--- src/rtl/spi_pkg.sv ---
// spi_pkg: shared types and constants for the SPI master.
//   state_e  - master FSM states
//   CMD_*    - two-bit frame commands
//   FRAME_W  - width of the {cmd, data} frame shifted out on MOSI
package spi_pkg;
    typedef enum logic [2:0] {IDLE, SEL, SHIFT, WAIT, RECV, END} state_e;
    localparam logic [1:0] CMD_WR_ADDR = 2'b00;
    localparam logic [1:0] CMD_WR_DATA = 2'b01;
    localparam logic [1:0] CMD_RD_ADDR = 2'b10;
    localparam logic [1:0] CMD_RD_DATA = 2'b11;
    localparam int FRAME_W = 10;
endpackage

--- src/rtl/spi_shift_reg.sv ---
// spi_shift_reg: parallel-load shift register, shifts toward the MSB.
//   clk, rst_n - clock, synchronous active-low reset
//   load       - load load_val (wins over shift)
//   shift      - shift left by one, ser_in entering at bit 0
//   q          - register contents; q[W-1] is the serial output
module spi_shift_reg
    import spi_pkg::*;
#(
    parameter int W = FRAME_W
) (
    input  logic         clk,
    input  logic         rst_n,
    input  logic         load,
    input  logic [W-1:0] load_val,
    input  logic         shift,
    input  logic         ser_in,
    output logic [W-1:0] q
);
    logic [W-1:0] q_q, q_d;

    always_comb q_d = load ? load_val : shift ? {q_q[W-2:0], ser_in} : q_q;

    always_ff @(posedge clk) begin
        if (!rst_n) q_q <= '0;
        else        q_q <= q_d;
    end

    assign q = q_q;
endmodule

--- src/rtl/spi_master.sv ---
// spi_master: command/address/data SPI frame master with read-back.
//   clk, rst_n       - clock, synchronous active-low reset
//   start, cmd,      - frame request (sampled only in IDLE) with its
//   data_in            2-bit command and 8-bit payload
//   busy, done       - frame in flight / one-cycle completion pulse
//   rd_data,rd_valid - byte received by a read-data frame and its pulse
//   SS_n, MOSI, MISO - SPI bus
module spi_master
    import spi_pkg::*;
#(
    parameter int RD_LATENCY = 2
) (
    input  logic       clk,
    input  logic       rst_n,
    input  logic       start,
    input  logic [1:0] cmd,
    input  logic [7:0] data_in,
    output logic       busy,
    output logic       done,
    output logic [7:0] rd_data,
    output logic       rd_valid,
    output logic       SS_n,
    output logic       MOSI,
    input  logic       MISO
);
    localparam logic [3:0] SHIFT_LAST = 4'(FRAME_W - 1);
    localparam logic [3:0] WAIT_LAST  = 4'(RD_LATENCY - 1);

    state_e             state_q, state_d;
    logic [3:0]         cnt_q, cnt_d;
    logic               rd_q, rd_d;
    logic               busy_q, busy_d;
    logic               done_q, done_d;
    logic               ss_n_q, ss_n_d;
    logic               mosi_q, mosi_d;
    logic               rd_valid_q, rd_valid_d;
    logic [7:0]         rd_data_q, rd_data_d;
    logic [FRAME_W-1:0] tx_q;
    logic [7:0]         rx_q;
    logic               tx_load, tx_shift, rx_shift;
    logic               unused;

    assign tx_load  = state_q == IDLE && start;
    assign tx_shift = state_q == SEL || state_q == SHIFT;
    assign rx_shift = state_q == RECV;
    assign unused   = ^{tx_q[FRAME_W-2:0], rx_q[7]};

    spi_shift_reg #(.W(FRAME_W)) u_tx (
        .clk(clk), .rst_n(rst_n), .load(tx_load), .load_val({cmd, data_in}),
        .shift(tx_shift), .ser_in(1'b0), .q(tx_q)
    );

    spi_shift_reg #(.W(8)) u_rx (
        .clk(clk), .rst_n(rst_n), .load(1'b0), .load_val(8'h00),
        .shift(rx_shift), .ser_in(MISO), .q(rx_q)
    );

    always_comb begin
        state_d = state_q;
        cnt_d   = cnt_q + 4'd1;
        rd_d    = rd_q;
        case (state_q)
            IDLE: begin
                cnt_d = '0;
                if (start) begin
                    state_d = SEL;
                    rd_d    = cmd == CMD_RD_DATA;
                end
            end
            SEL: begin
                cnt_d   = '0;
                state_d = SHIFT;
            end
            SHIFT: if (cnt_q == SHIFT_LAST) begin
                cnt_d   = '0;
                state_d = !rd_q ? END : (RD_LATENCY == 0) ? RECV : WAIT;
            end
            WAIT: if (cnt_q == WAIT_LAST) begin
                cnt_d   = '0;
                state_d = RECV;
            end
            RECV: if (cnt_q == 4'd7) state_d = END;
            END: begin
                cnt_d   = '0;
                state_d = IDLE;
            end
            default: begin
                cnt_d   = '0;
                state_d = IDLE;
            end
        endcase
        // Outputs are decoded from the next state so they leave flops
        // aligned with the state they describe.
        busy_d     = state_d != IDLE;
        done_d     = state_d == END;
        ss_n_d     = state_d == IDLE || state_d == END;
        // SEL repeats cmd[1]; the TX register starts shifting in SEL so its
        // MSB already holds the next frame bit each SHIFT cycle.
        mosi_d     = state_d == SEL ? cmd[1] : state_d == SHIFT ? tx_q[FRAME_W-1] : 1'b0;
        // Last RECV cycle: fold the final MISO bit in directly so the byte
        // is presented together with done.
        rd_valid_d = state_q == RECV && cnt_q == 4'd7;
        rd_data_d  = rd_valid_d ? {rx_q[6:0], MISO} : rd_data_q;
    end

    always_ff @(posedge clk) begin
        if (!rst_n) begin
            state_q    <= IDLE;
            cnt_q      <= '0;
            rd_q       <= 1'b0;
            busy_q     <= 1'b0;
            done_q     <= 1'b0;
            ss_n_q     <= 1'b1;
            mosi_q     <= 1'b0;
            rd_valid_q <= 1'b0;
            rd_data_q  <= 8'h00;
        end else begin
            state_q    <= state_d;
            cnt_q      <= cnt_d;
            rd_q       <= rd_d;
            busy_q     <= busy_d;
            done_q     <= done_d;
            ss_n_q     <= ss_n_d;
            mosi_q     <= mosi_d;
            rd_valid_q <= rd_valid_d;
            rd_data_q  <= rd_data_d;
        end
    end

    assign busy     = busy_q;
    assign done     = done_q;
    assign SS_n     = ss_n_q;
    assign MOSI     = mosi_q;
    assign rd_valid = rd_valid_q;
    assign rd_data  = rd_data_q;
endmodule

--- config.mk ---
export PLATFORM = sky130hd
export DESIGN_NAME = spi_master
export DESIGN_NICKNAME = d
export VERILOG_FILES = /design/src/rtl/spi_pkg.sv /design/src/rtl/spi_shift_reg.sv /design/src/rtl/spi_master.sv
export SDC_FILE = /design/constraint.sdc
export NUM_CORES = 1
export LEC_CHECK = 0
export ABC_AREA = 1
export BUFFER_PORTS_ARGS = -buffer_cell sky130_fd_sc_hd__buf_2
export CAP_MARGIN = 20
export CORE_MARGIN = 5
export CORE_UTILIZATION = 40
export CTS_CLUSTER_DIAMETER = 30
export DETAILED_ROUTE_END_ITERATION = 8
export SLEW_MARGIN = 15
export SYNTH_ARGS = -nofsm -noshare
export SYNTH_HDL_FRONTEND = slang
export SYNTH_SLANG_ARGS = --single-unit
--- constraint.sdc ---
create_clock -name clk -period 2.2 [get_ports clk]
set_clock_uncertainty 0.1 [all_clocks]
set_input_delay 0.33 -clock clk [delete_from_list [all_inputs] [get_ports clk]]
set_output_delay 0.33 -clock clk [all_outputs]
set_load 0.02 [all_outputs]
Yosys cells after proc, flatten, opt, wreduce, memory -nomap -nowiden
Index checks and enable logic that the tools add are counted.
{ "totals": {"ff_bits": 38, "input_bits": 14, "out_inout_bits": 13, "elab_cells": 45} }
{ "classes": {"addsub": 1, "n_eq_ne": 11, "n_mux": 13, "reduce_logical": 9} }
{ "ops": {"columns": ["op", "n"], "rows": [
  ["10-bit two-way mux", 2],
  ["3-bit two-way mux", 5],
  ["3-bit case mux with 5 select lines", 1],
  ["4-bit case mux with 3 select lines", 1],
  ["3-bit by 2-bit equality test with 1-bit output, second input constant", 3],
  ["4-bit two-way mux", 2],
  ["3-bit by 1-bit equality test with 1-bit output, second input constant", 2],
  ["3-bit equality test, second input constant", 2],
  ["3-bit zero test", 2],
  ["4-bit by 1-bit adder with 4-bit output, second input constant", 1],
  ["4-bit by 1-bit equality test with 1-bit output, second input constant", 1],
  ["4-bit by 3-bit equality test with 1-bit output, second input constant", 1],
  ["4-bit equality test, second input constant", 1],
  ["3-bit nonzero test", 1],
  ["2-bit equality test, second input constant", 1],
  ["1-bit logical AND", 2],
  ["1-bit logical OR", 2],
  ["1-bit two-way mux", 2],
  ["2-bit AND reduction", 1],
  ["2-bit nonzero test", 1]
]} }

Logic depth before layout (Yosys ltp)
{ "logic_depth": {"depth_word": 6, "depth_mapped": 10} }

Hierarchy
From an unflattened synthesis, not the netlist that was laid out.
{ "unflattened": {"hier_cells": 257, "area_unflattened_um2": 1828.0} }
{ "modules_own_cells": {"columns": ["module", "n_inst", "cells_each", "area_each_um2", "seq_area_each_um2"], "rows": [
  ["spi_master", 1, 116, 915.9, 420.4],
  ["spi_shift_reg at u_tx", 1, 78, 500.5, 200.2],
  ["spi_shift_reg at u_rx", 1, 63, 411.6, 160.2]
]} }

Worst setup path before layout
No wires, ideal clock.
{ "synth_timing": {"kind": "flip-flop to flip-flop", "from": "register cnt_q[0]", "to": "register ss_n_q (netlist: SS_n)", "arrival_time_ns": 1.128, "required_time_ns": 1.987, "path_slack_ns": 0.859, "path_stages_with_launch": 9, "n_path_buf": 0, "path_cell_list": "dfxtp_1 ha_1 nand3_1 nor2_4 nor2_1 nand2_2 nand2_1 nand2_1 nand2_1"} }
{ "synth_via": {"elab_chain_len": 5, "word_cells_on_any_way": 10} }
{ "synth_lines": {"columns": ["item", "line_no", "source"], "rows": [
  ["start: declaration", "spi_master.sv:30", "logic [3:0] cnt_q, cnt_d;"],
  ["start signal: assignment", "spi_master.sv:119", "cnt_q <= cnt_d;"],
  ["4-bit by 3-bit equality test with 1-bit output, or another cell as far along", "spi_master.sv:82", "RECV: if (cnt_q == 4'd7) state_d = END;"],
  ["3-bit two-way mux (on tied branches)", "spi_master.sv:82, spi_master.sv:74, spi_master.sv:78", null],
  ["3-bit case mux with 5 select lines (*)", "spi_master.sv:62", "case (state_q)"],
  ["3-bit equality test or 3-bit zero test (tied branches)", "spi_master.sv:96", "ss_n_d = state_d == IDLE || state_d == END;"],
  ["1-bit logical OR (*)", "spi_master.sv:96", null],
  ["end signal: assignment", "spi_master.sv:123", "ss_n_q <= ss_n_d;"],
  ["end: declaration", "spi_master.sv:34", "logic ss_n_q, ss_n_d;"]
]} }
Mark *: on every way between the ends. The rest lies on a longest branch, timed or not.
A chain may end at the register's enable or synchronous reset.

Worst setup path after layout
{ "layout_timing": {"from": "register state_q[1]", "to": "register ss_n_q (netlist: SS_n)"} }
{ "layout_via": {"elab_chain_len": 4, "word_cells_on_any_way": 13} }
{ "layout_lines": {"columns": ["item", "line_no", "source"], "rows": [
  ["start: declaration", "spi_master.sv:29", "state_e state_q, state_d;"],
  ["start signal: assignment", "spi_master.sv:118", "state_q <= state_d;"],
  ["3-bit equality test, or another cell as far along", "spi_master.sv:62", null],
  ["3-bit case mux with 5 select lines (*)", "spi_master.sv:62", null],
  ["3-bit equality test or 3-bit zero test (tied branches)", "spi_master.sv:96", null],
  ["1-bit logical OR (*)", "spi_master.sv:96", null]
]} }
Marks and branches as above.

==> impl_metrics.py <==
metrics = {
    "power_and_ir_drop": {
        "p_switching_mw": 0.374,
        "p_clk_share_pct": 38.8,
        "pwr-share-comb_pct": 11.5,
        "seqPwrFrac_pct": 49.7,
        "switching_share_pct": 25.1,
        "leakage_nw": 0.812,
        "peakVddDrop_uv": 300,
        "p_int_mw": 1.11,
        "power_density_mw_per_mm2": 824,
    },
    "finish": {
        "stdcell_count": 273,
        "fill_cells": 385,
        "syn_to_final_growth_pct": 17.1,
        "fin_util_pct": 49.0,
        "nets": 240,
        "diodes": 0,
        "drive_gt1_share_pct": 20.9,
        "ff_latch_area_sq_um": 761,
        "multiInputGateArea_sq_um": 673,
    },
    "global_route": {
        "grt_start_max_net_pins": 22,
        "grt_pass1_vias": 1161,
        "grt_pass1_wl_microns": 5050,
        "grt-ovfl-total": 0,
        "grt_use_total_pct": 12.5,
        "antenna_found_initial": 0,
    },
    "placed_design": {
        "dp_slack_ns": 0.635,
        "dp_hpwl_microns": 2200,
        "dp.cells": 265,
        "numPortBuffers": 26,
        "gp_congestion": 0.749,
    },
    "logic_synthesis": {
        "avgSynthCellArea_sq_um": 7.87,
        "ys_warn_count": 0,
        "ys_seq_elements": 38,
        "synth.net_count": 212,
        "yosys.area.top_type": "dfxtp_1",
        "synthCells": 196,
        "synth_top_cells_by_area": "dfxtp_1, nand2_1, o21ai_0",
        "syn_area_sq_mm": 0.00154,
        "synth_top_area_share_pct": 49.3,
        "yosysSeqAreaShare_pct": 49.3,
        "yosysUniqueCellTypes": 28,
    },
    "sta": {
        "rsz0062_at_grt": "no",
        "worst_pin_slew_ns": 0.463,
        "hold_violations": 0,
        "finalSetupTns_ns": 0,
        "max_freq_mhz": 644,
        "fin_ws_ns": 0.647,
        "setup_viol": 0,
        "post-route-min-period_ns": 1.55,
        "drv_slew": 0,
        "relSlewSlack_pct": 69.1,
        "fin_crit_sh_pct": 70.6,
    },
    "setup_path": {
        "cpMostUsedCell": "nand2_1",
        "crit_path_cell_trace": "nor2_1, nand2_1, nor2_4, nor2_1, nand2_2, nand2_1, nand2_1, nand2_1",
        "critPathKind": "reg -> reg",
        "required_ns": 2.29,
        "worstPathMaxFanout": 11,
        "slowest_delay_ns": 0.36,
        "cp-end-kind": "register",
        "crit_slowest_cell": "dfxtp_1",
        "crit_path_start_kind": "register",
        "critical_path_arrival_ns": 1.64,
    },
    "routing": {
        "drc": 0,
        "drt-initial-drc-count": 84,
        "wire_per_inst_microns": 11.2,
        "via_per_inst": 4.76,
        "ant_nets": 0,
        "firstDrtPassIters": 4,
        "num_vias": 1299,
        "wl_microns": 3070,
    },
    "flow_run": {
        "drv_cap": 0,
    },
    "cts": {
        "clk_pin_slew_worst_paths_ns": 0.07,
        "numCtsBuffers": 5,
        "clock-sinks": 38,
        "insertion_delay_ns": 0.29,
        "hold_buffers": 0,
        "clk_path_buf_depth": 2,
        "cts_resized": 0,
        "post_cts_buffers": 0,
        "root_buffer": "clkbuf_8",
        "htree_levels": 2,
        "tritoncts": "done",
    },
    "floorplan": {
        "die_area_sq_mm": 0.00520,
        "core-area_sq_mm": 0.00369,
        "die_width_microns": 72.1,
        "io_pins": 27,
        "start_util_pct": 41.8,
        "num_rows": 22,
        "die_h_microns": 72.1,
    },
    "status": {
        "status": "complete, no violations",
    },
    "min_path": {
        "hold_class": "in -> reg",
    },
}
-- state kept, by name (all words and copies together), names as in the netlist --
signal and cells:
MOSI 1, SS_n 1, busy 1, cnt_q 4, done 1, rd_data 8
rd_q 1, rd_valid 1, state_q 3, u_rx.q 7, u_tx.q 10
-- path summary, 6_finish.rpt --
kind	startpoint	endpoint	slack, ns	cells after the start
min	data_in[0]	u_tx.q[0]$_SDFFE_PN0P_	0.19	3
max	state_q[1]$_SDFF_PN0_	SS_n$_SDFF_PN1_	0.65	8
min reg2reg	u_tx.q[9]$_SDFFE_PN0P_	MOSI$_SDFF_PN0_	0.37	2
max reg2reg	state_q[1]$_SDFF_PN0_	SS_n$_SDFF_PN1_	0.65	8
-- critical path: cells and delay by family, from the launching register on --
kind | cells | cell delay, ns
AND/OR/NAND/NOR | 8 | 1.01
flip-flops | 1 | 0.36
-- logic make-up (layout without fill, tap and decap cells) --
logic type	count (synthesis)	after routing	share of synthesized area, %
DFF	38	38	49.3
xor gates and xnor gates	2	2	1.14
adders and majority gates	2	2	1.62
buffers and inverters	24	53	7.06
and+or+nand+nor	92	92	27.4
AOI/OAI and AO/OA	38	38	13.5
-- cells in the mapped netlist --
cell	number
inv_4	1
inv_1	16
ha_1	2
a21oi_1	12
a21oi_2	1
a31oi_1	7
xor2_1	1
nand2_1	45
o211ai_1	1
a211oi_1	1
xnor2_1	1
o21ai_0	16
clkbuf_1	2
buf_6	2
nand3_2	2
nor2_4	1
nand2_4	1
nand2_2	1
nor3_1	1
nor2_1	21
or2_1	2
nand3_1	14
buf_2	1
or2_2	1
nor2_2	2
dfxtp_1	38
inv_2	2
nor2_8	1
-- metrics by stage --
step	power [mW]	hold WS, ns	area, sq um
after floorplan	0.884	0.330	1540
after global placement	0.927	0.352	1700
after detailed placement	0.927	0.356	1700
after CTS	1.51	0.179	1810
after global routing	1.57	0.198	1810
final	1.49	0.187	1810
-- layout by cell type (no fill, tap or decap), types with 5 or more instances in the layout --
master / count
a21oi_1: 12
a31oi_1: 7
buf_2: 26
clkbuf_8: 5
dfxtp_1: 38
inv_1: 16
nand2_1: 45
nand3_1: 14
nor2_1: 21
o21ai_0: 16
-- layer usage --
layer | share of wire (%) | track usage [%]
met5 | 0 | 0
met4 | 2.4 | 6.68
met3 | 6.6 | 4.99
met2 | 44 | 19.4
met1 | 47 | 14.7
-- layout make-up --
type / instances / area share, %
inverters: 19 / 4.09
repair buffers: 26 / 7.20
flip-flops and latches: 38 / 42.1
well taps: 48 / 3.32
clock buffers: 5 / 3.81
multi-input cells: 134 / 37.3
clock inverters: 3 / 2.22
-- power by group through the flow --
stage          clock (mW)  sequential [mW]  combinational [mW]
3_3_place_gp            0            0.755               0.172
4_1_cts             0.592            0.740               0.173
3_5_place_dp            0            0.755               0.172
2_1_floorplan           0            0.762               0.123
6_report            0.578            0.740               0.171
5_1_grt             0.627            0.744               0.194
No activity file was read; power rests on OpenSTA's default activity.
